`src/rtl/modn_updown_counter.sv`:
```
// Modulo-N up/down counter with parallel load, wrap/saturate ends,
// terminal-count flag, wrap pulse and a saturating wrap-event counter.
module modn_updown_counter #(
    parameter int WIDTH    = 4,
    parameter int MODULUS  = 12,
    parameter int SATURATE = 0
) (
    input  logic             clk,
    input  logic             rst,
    input  logic             en,
    input  logic             load,
    input  logic             mode,
    input  logic [WIDTH-1:0] data_in,
    input  logic             clr_stat,
    output logic [WIDTH-1:0] count,
    output logic             tc,
    output logic             wrap,
    output logic             load_err,
    output logic [7:0]       wrap_cnt
);

    generate
        if (MODULUS < 2 || MODULUS > (1 << WIDTH)) begin : g_bad_modulus
            $fatal(1, "modn_updown_counter: MODULUS out of range 2..2**WIDTH");
        end
    endgenerate

    // One extra bit so MODULUS = 2**WIDTH is representable for the range test.
    localparam logic [WIDTH:0]   MOD_EXT = (WIDTH + 1)'(MODULUS);
    localparam logic [WIDTH-1:0] TOP     = WIDTH'(MODULUS - 1);

    logic             in_range;
    logic             wrap_ev;
    logic [WIDTH-1:0] count_nxt;

    assign in_range = ({1'b0, data_in} < MOD_EXT);
    assign tc       = mode ? (count == TOP) : (count == '0);
    assign wrap_ev  = !load && en && tc && (SATURATE == 0);

    always_comb begin
        count_nxt = count;
        if (load) begin
            if (in_range) begin
                count_nxt = data_in;
            end
        end else if (en) begin
            if (tc) begin
                if (SATURATE == 0) begin
                    count_nxt = mode ? '0 : TOP;
                end
            end else begin
                count_nxt = mode ? count + 1'b1 : count - 1'b1;
            end
        end
    end

    always_ff @(posedge clk) begin
        if (rst) begin
            count    <= '0;
            wrap     <= 1'b0;
            load_err <= 1'b0;
            wrap_cnt <= 8'd0;
        end else begin
            count    <= count_nxt;
            wrap     <= wrap_ev;
            load_err <= load && !in_range;
            if (clr_stat) begin
                wrap_cnt <= 8'd0;
            end else if (wrap_ev && wrap_cnt != 8'hFF) begin
                wrap_cnt <= wrap_cnt + 8'd1;
            end
        end
    end

endmodule
```
`config.mk`:
```
export PLATFORM = sky130hd
export DESIGN_NAME = modn_updown_counter
export DESIGN_NICKNAME = d
export VERILOG_FILES = /design/src/rtl/modn_updown_counter.sv
export SDC_FILE = /design/constraint.sdc
export NUM_CORES = 1
export LEC_CHECK = 0
export CAP_MARGIN = 10
export CORE_UTILIZATION = 49
export DETAILED_ROUTE_END_ITERATION = 7
export PLACE_DENSITY = 0.88
export SYNTH_ARGS = -nofsm -noshare
export SYNTH_HDL_FRONTEND = slang
export SYNTH_SLANG_ARGS = --single-unit
```
`constraint.sdc`:
```
create_clock -name clk -period 3.1 [get_ports clk]
set_input_delay 0.62 -clock clk [delete_from_list [all_inputs] [get_ports clk]]
set_output_delay 0.62 -clock clk [all_outputs]
set_load 0.005 [all_outputs]
```
After elaboration in Yosys (flattened, before gate mapping)
Index checks and enable logic that the tools add are counted.
Word-level totals
  word-level logic and storage cells: 28
  register bits after elaboration: 14
  output and inout port bits: 15
Cells by class
  eq/ne operators: 3
  order comparisons: 1
  multiplexer cells: 7
  reductions and logical operators: 10
  add/sub/neg operators: 3
Operators with widths (count)
  4-bit 2-to-1 mux: 6
  8-bit by 1-bit adder with 8-bit output, second input constant: 1
  8-bit inequality test, second input constant: 1
  4-bit by 1-bit adder with 4-bit output, second input constant: 1
  4-bit == test, second input constant: 1
  1-bit logical AND: 4
  4-bit zero test: 1
  4-bit < comparator, second input constant: 1
  4-bit by 1-bit subtractor with 4-bit output, second input constant: 1
  1-bit zero test: 2
  2-bit by 1-bit inequality test with 1-bit output, second input constant: 1
  2-bit AND reduction: 1
  2-bit nonzero test: 1
  2-bit OR reduction: 1
  1-bit 2-to-1 mux: 1

Logic depth before layout (Yosys ltp)
  word-level depth: 5
  depth in mapped cells: 6

Least setup slack after synthesis
OpenSTA, ideal clock, no wires.
  path kind: input -> register
  from: in mode
  to: reg wrap_cnt[4]
  data required time: 3030 ps
  buffers on the path: 1
  data arrival time: 2083 ps
  stages on the path: 5
  setup slack: 947 ps
  cells stage by stage: or4_4 buf_6 a211o_1 or4_1 a21oi_1
On the way
  longest elaborated chain between the ends: 3
RTL lines
  from (decl): RTL line 12  | input logic mode,
  1-bit 2-to-1 mux: RTL line 37  | assign tc = mode ? (count == TOP) : (count == '0);
  1-bit logical AND: RTL line 38  | assign wrap_ev = !load && en && tc && (SATURATE == 0);
  1-bit logical AND: RTL line 69  | end else if (wrap_ev && wrap_cnt != 8'hFF) begin
  to (signal assigned): RTL line 70  | wrap_cnt <= wrap_cnt + 8'd1;
  to (decl): RTL line 19  | output logic [7:0] wrap_cnt
Every way passes these cells.
A chain may end at the register's enable or synchronous reset.

Worst setup path in the final report
  from: in mode
  to: out tc
On the way
  longest elaborated chain between the ends: 1
RTL lines
  1-bit 2-to-1 mux: RTL line 37
  to (decl): RTL line 16  | output logic tc,
Every way passes these cells.

==> results.md <==
* Register area share after synthesis at 0.334
* IO Port Bufs at 24
* Routed vias at 879
* P_leak at 0.399 nW
* Pre-CTS WS at 0.189 ns
* Worst setup startpoint: mode
* Clock power share at 0.322
* Layout area overhead at 32.2%
* Net Switching at 0.000119 W
* Synth Cell Area at 838 µm²
* Clock Pin Slew Worst Setup and Hold Paths at 0.09 ns
* Syn Area/Cell at 8.47 µm²
* Final hold vios at 0
* Actual slew at the worst max-slew pin at 0.496 ns
* EDFF count, synth at 0
* Die W at 43.4 µm
* Crit share post-route at 0.947
* Min Tclk post-route at 2.94 ns
* Status: finished with violations
* Synth area leaders: dfxtp_1 33%, a21oi_1 4.8%, ha_1 4.5%, nand3_1 3.0%, nor3_1 3.0%
* Final setup fails at 0
* Power per cell area at 389 nW/µm²
* Worst Path Arrival at 2.32 ns
* Final WL at 2020 µm
* Yosys top cell by area: dfxtp_1
* H-tree Lvls at 1
* CTS tree: built
* Initial core utilization at 0.538
* Post-DR vias/cell at 6.37
* Gr usage total at 0.235
* Synth async-reset ratio at 0
* Worst setup EP type: output port
* Clock buffer depth at 2
* Total gr overflow at 0
* WL per Instance at 14.6 µm
* Worst-skew pair later-pin latency at 0.29 ns
* Cell Int Power at 0.000312 W
* I/O Pins at 25
* Logic gate share of total power at 0.215
* Main synth FF type: dfxtp_1
* Largest net degree at the start of global routing at 12
* Fin nets at 137
* Max-slew headroom at 0.669
* Syn Inst Count at 99
* Failing checks: design-rule violations
* Number of diodes at 0
* Worst setup path end: tc
* DRT iter0 DRCs at 21
* Post-CTS sizing at 0
* Root buf cell: clkbuf_4
* Fin worst setup slack at 0.164 ns
* Worst-path maximum fanout at 6
* Maximum VDD drop at 310 µV
* FF-to-FF setup slack at 1.01 ns
* Num CTS Buffers at 3
* Synth top area share at 0.334
* Slew Viols, Final at 0
* HP Class: flop to flop
* CP required at 2.48 ns
* First-pass GRT wire length at 3350 µm
* Unrepaired setup endpoints after global routing: no
* Row count at 14
* Clock Sinks at 14
* Critical Path Source Type: input pin
* Die H at 43.4 µm
* Mapped Nets at 113
* Maxcap violations at 0
* Core area at 1560 µm²
* Yosys reg bits at 14
* DR DRC count at 4
* Reg power frac at 0.463
* Syn. warnings at 0
* Terminus of the critical flop-to-flop path: wrap_cnt[4]
* Clock skew at 0.00212 ns
* Setup TNS at 0 ns
* Sw frac at 0.277
* Reg-to-reg critical path startpoint: count[1]
* Worst setup path class: input pin to output port
* Post-CTS repair timing setup buffer count at 0
* Final ANT Viol Nets at 0
* Length in cells of the worst reg-to-reg path at 4
* CTS Hold Buffers Added at 0
* Post-DP HPWL at 1460 µm
* Die ar. at 1880 µm²
* Share of cells above drive strength 1 at 0.0574
* Vias in the first global route at 803
* Antenna violations before repair at 0
* Maximum clock frequency at 341 MHz
* Unique cell type count in the Yosys netlist at 41
* GPL Wtd Cong at 0.835
* Drt pass-1 iters at 6
-- registers in the layout, indices dropped and copies added, names as in the netlist --
register  count
count         4
load_err      1
wrap_cnt      8
wrap          1
-- cells in the final DEF, fill, tap and decap left out, types with 3 or more instances in the layout --
master and instances:
clkdlybuf4s50_1 24, dfxtp_1 14, a21oi_1 8, nand3_1 5, nand2_1 5, nor2_1 5
nor3_1 5, o21ai_0 4, nand4_1 3, inv_1 3, nand2b_1 3, or3_1 3
ha_1 3, clkbuf_4 3
-- cells by family (layout without fill, tap and decap cells) --
kind of cell	Yosys count	after routing	synth area share
DFF	14	14	0.334
buffers and inverters	8	31	0.0448
and+or+nand+nor	40	40	0.270
muxes	1	1	0.0119
AOI/OAI and AO/OA	29	29	0.239
adders and majority gates	4	4	0.0687
xor gates and xnor gates	3	3	0.0313
-- routing by layer --
layer,share of wire,wire (µm),GRT usage,up-vias
met4,0.010,21,0.0438,0
met2,0.49,990,0.400,46
met5,0,0,0,-
met1,0.41,817,0.295,410
li1,-,-,-,419
met3,0.092,186,0.0750,4
-- Yosys cell counts, types with 3 or more instances --
master and instances:
or3_1 3, nand2b_1 3, nor3_1 5, nand4_1 3, nand2_1 5, inv_1 3, nand3_1 5, o21ai_0 4
clkbuf_1 4, dfxtp_1 14, nor2_1 5, a21oi_1 8, ha_1 3
-- power by group through the flow --
| stage | clock network [W] | registers (W) | logic [W] |
|---|---|---|---|
| 2_1_floorplan | 0 | 0.000200 | 0.0000587 |
| 3_3_place_gp | 0 | 0.000203 | 0.0000890 |
| 3_5_place_dp | 0 | 0.000204 | 0.0000917 |
| 4_1_cts | 0.000138 | 0.000199 | 0.0000924 |
| 5_1_grt | 0.000146 | 0.000201 | 0.000103 |
| 6_report | 0.000139 | 0.000200 | 0.0000926 |
-- worst max-delay path: stages --
cell and delay [ns]:
clkdlybuf4s50_1 0.47, or4_4 0.49, a21oi_1 0.20, clkdlybuf4s50_1 0.53
-- layout make-up --
cell class / count / area [µm²]
Multi-Input combinational cell: 77 / 520
Tap cell: 16 / 20.0
Timing Repair Buffer: 24 / 240
Fill cell: 123 / 450
Inverter: 3 / 11.3
Clock buffer: 4 / 36.3
Sequential cell: 14 / 280
-- per-stage QoR --
step / instances / util / cell area (µm²) / total power (W) / hold slack [ns]
2_1_floorplan: 99 / - / 838 / 0.000258 / 0.479
3_3_place_gp: 134 / 0.688 / 1070 / 0.000292 / 0.482
3_5_place_dp: 134 / 0.688 / 1070 / 0.000295 / 0.496
4_1_cts: 138 / 0.711 / 1110 / 0.000430 / 0.515
5_1_grt: 138 / 0.711 / 1110 / 0.000450 / 0.541
6_report: 138 / 0.711 / 1110 / 0.000431 / 0.520
-- worst min-delay path by stage --
stage | cells after the start | slack [ns] | start | to
after floorplan | 2 | 0.48 | wrap_cnt[5] | wrap_cnt[5]
after global placement | 1 | 0.48 | wrap_cnt[6] | wrap_cnt[6]
after detailed placement | 1 | 0.50 | wrap_cnt[6] | wrap_cnt[6]
after CTS | 1 | 0.51 | wrap_cnt[6] | wrap_cnt[6]
after global routing | 1 | 0.54 | wrap_cnt[6] | wrap_cnt[6]
final | 2 | 0.52 | wrap_cnt[0] | wrap_cnt[0]
Power figures use the tool's default switching activity.
